<file path="src/rtl/data_ram64_pkg.sv">
// data_ram64_pkg: shared sizing constants for the 64 x 32 data memory
package data_ram64_pkg;
  localparam int DFLT_DATA_W = 32;
  localparam int DFLT_ADDR_W = 6;
  localparam int RAM_DEPTH = 2 ** DFLT_ADDR_W;
endpackage

</file>
<file path="src/rtl/data_ram64.sv">
// data_ram64: single-port word-addressed data memory, sync write, registered read-first read
module data_ram64
  import data_ram64_pkg::*;
#(
  parameter int DATA_W = DFLT_DATA_W,
  parameter int ADDR_W = DFLT_ADDR_W
) (
  input  logic              clk,
  input  logic              rst,
  input  logic [ADDR_W-1:0] address,
  input  logic              enable_read,
  input  logic              enable_write,
  input  logic [DATA_W-1:0] DMin,
  output logic [DATA_W-1:0] DMout
);
  localparam int DEPTH = 2 ** ADDR_W;
  logic [DATA_W-1:0] RAM_Data [0:DEPTH-1];
  // read samples pre-edge contents, so a same-address write returns the old word
  always_ff @(posedge clk) begin
    if (rst) begin
      for (int i = 0; i < DEPTH; i++) RAM_Data[i] <= '0;
      DMout <= '0;
    end else begin
      if (enable_write) RAM_Data[address] <= DMin;
      if (enable_read) DMout <= RAM_Data[address];
    end
  end
endmodule

</file>
<file path="config.mk">
export PLATFORM = sky130hd
export DESIGN_NAME = data_ram64
export DESIGN_NICKNAME = d
export VERILOG_FILES = /design/src/rtl/data_ram64_pkg.sv /design/src/rtl/data_ram64.sv
export SDC_FILE = /design/constraint.sdc
export NUM_CORES = 2
export LEC_CHECK = 0
export ABC_AREA = 1
export CELL_PAD_IN_SITES_DETAIL_PLACEMENT = 0
export CELL_PAD_IN_SITES_GLOBAL_PLACEMENT = 1
export CORE_ASPECT_RATIO = 1.5
export CORE_MARGIN = 3
export CORE_UTILIZATION = 25
export CTS_CLUSTER_SIZE = 30
export DETAILED_ROUTE_END_ITERATION = 12
export GPL_ROUTABILITY_DRIVEN = 1
export GPL_TIMING_DRIVEN = 0
export PLACE_DENSITY = 0.49
export REMOVE_ABC_BUFFERS = 1
export SYNTH_ARGS = -nofsm -noshare
export SYNTH_HDL_FRONTEND = slang
export SYNTH_SLANG_ARGS = --single-unit
</file>
<file path="constraint.sdc">
create_clock -name clk -period 3.82 [get_ports clk]
set_clock_uncertainty 0.15 [all_clocks]
set_input_delay 0.382 -clock clk [delete_from_list [all_inputs] [get_ports clk]]
set_output_delay 0.382 -clock clk [all_outputs]
set_load 0.03 [all_outputs]
</file>
# Word level (Yosys, flattened, before mapping)
# Memories as Yosys holds them, arrays and structs flattened. A register that Yosys moved wholly into a read port is not among the register bits.
# Index checks and enable logic that the tools add are counted.
# op_classes
n_mux	8
n_reduce_logical	1
# op_table
op	count
32-bit two-way mux	1
32-bit OR reduction	1
1-bit two-way mux	6
6-bit two-way mux	1
# word_totals
regBits	0
mem_bits_rw	2048
in_bits	42
n_memories	1
# memory_table
memory	depth	word_bits	rd	rd_ports_with_merged_regs	write_ports	line	rtl
RAM_Data	64	32	1	1	64	data_ram64.sv:17	logic [DATA_W-1:0] RAM_Data [0:DEPTH-1];

# Logic depth before layout (Yosys ltp)
# depth
word_depth	5
depth_mapped	16

# Worst setup path after synthesis
# No wires, ideal clock.
# synth_path
path_type	input to register
start	input port address[0]
end	memory RAM_Data[10][0] in the netlist's numbering (enable)
setup_time_ns	0.389
arrival_ns	2.250
required_time_ns	3.281
slack_ns	1.031
path_stages	6
n_path_buf	3
path_cell_list	buf_2 > buf_2 > nor4_4 > nand2_1 > clkbuf_1 > nand2_1
# synth_lines
element	line	rtl
start: declaration	data_ram64.sv:10	input logic [ADDR_W-1:0] address,
end: declaration	data_ram64.sv:17	

==> results.json <==
{
  "status": "finished with violations",
  "violations": "negative setup slack",
  "cts_tree": "built",
  "final_common_cell": "nand2_1",
  "syn_inst": 11131,
  "via_per_inst": 4.52,
  "start_util": 0.251,
  "powerDensity_nw_per_um2": 466,
  "grt_use_met2": 0.341,
  "yosysWarnings": 0,
  "syn_to_final_growth_pct": 16.9,
  "drc": 0,
  "setup_viol": 3,
  "min-delay-start": "DMin[0]",
  "ant_nets": 0,
  "clock_sinks": 2080,
  "leakage_nw": 48.5,
  "ios": 74,
  "synthMuxAreaShare": 0,
  "path_clk_slew_ns": 0.06,
  "holdPathStages": 3,
  "synth_compound_area_frac": 0.00158,
  "met3_usage": 0.0174,
  "synth_xor_area_frac": 0,
  "busiest_layer": "met2",
  "ys_types": 24,
  "fp.dieW_um": 514,
  "synth-simple-area-share": 0.315,
  "finalNetCount": 10901,
  "grt_use_met1": 0.235,
  "finish.utilization": 0.294,
  "hp-class": "input port to flip-flop",
  "hold_viol": 0,
  "clk_latency_ns": 0.94,
  "grt_usage": 0.191,
  "rsz0062_at_grt": "true",
  "antenna_found_initial": 11,
  "critPathCaptureType": "flip-flop",
  "period_minus_slack_ns": 3.92,
  "port_buffers": 73,
  "worst_pin_slew_ns": 1.18,
  "globalRouteOverflowTotal": 0,
  "htreeDepth": 4,
  "vias": 72725,
  "grt_pass1_vias": 70641,
  "grt_start_max_net_pins": 175,
  "arrival_ns": 4.61,
  "synth-seq-cells": 2080,
  "wl_mm": 388,
  "maxSlewHeadroom": 0.214,
  "final-max-slew-violation-count": 0,
  "worstHoldEndpoint": "RAM_Data[44][0]",
  "rows": 279,
  "syn_area_um2": 96700,
  "drive_above_1_share": 0.0644,
  "die_y_um": 768,
  "cp.required_ns": 4.50,
  "r2r_setup_slack_ns": 1.28,
  "final_cell_mix": "nand2_1, nor2_1, edfxtp_1",
  "vdd_drop_max_v": 0.000353,
  "power_mw": 52.7,
  "grt_pass1_wl_mm": 541,
  "synth_fa_ha_area_frac": 0,
  "dpl.hpwl_mm": 235,
  "wl_per_cell_um": 24.1,
  "synth_area_per_cell_um2": 8.69,
  "critPathLaunchType": "input port",
  "seq_area_frac_synth": 0.642,
  "clockBufferDepth": 4,
  "critPathKind": "input port to flip-flop",
  "cts_root_buffer": "clkbuf_16",
  "synth_top_family_by_area": "simple AND/OR/NAND/NOR gates",
  "max_freq_ghz": 0.255,
  "cts_made_buffers": 225,
  "path_max_fanout": 115,
  "fin_crit_sh": 1.03,
  "maxCapViolCount": 0,
  "core-area_um2": 385000,
  "die-area_um2": 395000,
  "first_pass_iters": 6,
  "fin_ws_ns": -0.105,
  "timing.rr.end": "DMout[22]",
  "r2r_start": "RAM_Data[31][22]",
  "place.gp.congestion": 0.758,
  "dr.first_iter.drc_count": 5596,
  "r2r_cells": 12
}
[flip-flops by register name (all words and copies together), names as in the netlist]
| name | flops |
|---|---|
| DMout | 32 |
| RAM_Data | 2048 |
[through the flow]
stage               area [µm²]  setup WS [ns]  TNS [ns]  instances  hold slack (ns)
floorplan                93200          -6.95         -      10301            0.380
global placement        100000        -233.74         -      15432            0.399
detailed placement      105000          -3.58  -4729.29      15640            0.396
CTS                     113000         -0.175     -3.63      16080           0.0821
global route            113000        -0.0411     -1.16      16089            0.138
finish                  113000         -0.105    -0.251      16093            0.164
[Yosys cell counts]
cell type,number,area [µm²]
or2_2,3,18.8
nor3_4,1,16.3
inv_2,34,128
buf_2,297,1490
clkbuf_1,507,1900
buf_4,2,15.0
nor2_2,1,6.26
buf_6,1,11.3
a21boi_0,1,7.51
nor3_2,1,10.0
o21ai_0,10,50.1
nand3b_1,1,7.51
buf_1,23,86.3
nand3_1,38,190
inv_1,79,297
nand2_2,1,6.26
dfxtp_1,32,641
nand2_1,5831,21900
o211ai_1,8,60.1
edfxtp_1,2048,61500
a21oi_1,7,35.0
nor3_1,5,25.0
nor4_4,5,106
nor2_1,2195,8240
[critical path, cell delays in order]
cell,delay (ns)
buf_12,0.13
buf_16,0.25
clkinv_16,0.27
buf_16,0.31
buf_16,0.29
buf_16,0.39
nand2_1,0.16
nand2_1,0.06
nand2_1,0.05
nand2_1,0.07
nand2_1,0.05
nand2_1,0.28
nand2_1,0.15
nand2_1,0.07
nor2_1,0.49
nand3_2,0.35
nand2_1,0.13
inv_1,0.04
[layout make-up]
cell class | count | area (µm²)
Clock buffer | 304 | 5990
Antenna cell | 7 | 17.5
Tap cell | 5058 | 6330
Fill cell | 40436 | 272000
Timing Repair Buffer | 330 | 6150
Sequential cell | 2080 | 62100
Multi-Input combinational cell | 8108 | 31300
Inverter | 113 | 556
Timing Repair inverter | 1 | 11.3
Clock inverter | 92 | 566
[worst max-delay path by stage]
stage / slack [ns] / to / start / depth (start not counted)
5_1_grt: -0.04 / RAM_Data[56][12] / rst / 9
2_1_floorplan: -6.95 / RAM_Data[39][0] / address[0] / 4
3_3_place_gp: -233.74 / RAM_Data[37][6] / address[0] / 5
3_5_place_dp: -3.58 / RAM_Data[11][8] / address[1] / 15
6_report: -0.10 / DMout[27] / address[0] / 18
4_1_cts: -0.17 / DMout[1] / address[0] / 17
[where the power goes]
part / internal, mW / switching [mW]
clock: 11.2 / 9.54
combinational: 1.40 / 4.08
sequential: 26.2 / 0.305
total: 38.8 / 13.9
[routing by layer]
metal | vias to the layer above | wire length, µm
met5 | - | 18
met4 | 2 | 17900
met3 | 530 | 15400
met2 | 1724 | 196000
met1 | 36077 | 158000
li1 | 34392 | -
[kinds of logic after synthesis]
kind of cell           count (synthesis)
AND/OR/NAND/NOR                     8082
buffers and inverters                943
AO/OA/AOI/OAI                         26
flip-flops                          2080
[timing repair]
action / CTS / global route
hold buffers: 22 / 0
pin swaps: 3 / 1
endpoints found under the setup margin: 1935 / 356
endpoints found under the hold margin: 32 / 0
cloned: 11 / 3
resized for setup: 49 / 19
setup buffers: 11 / 3
Note: power is estimated with default switching activity, not from simulation.
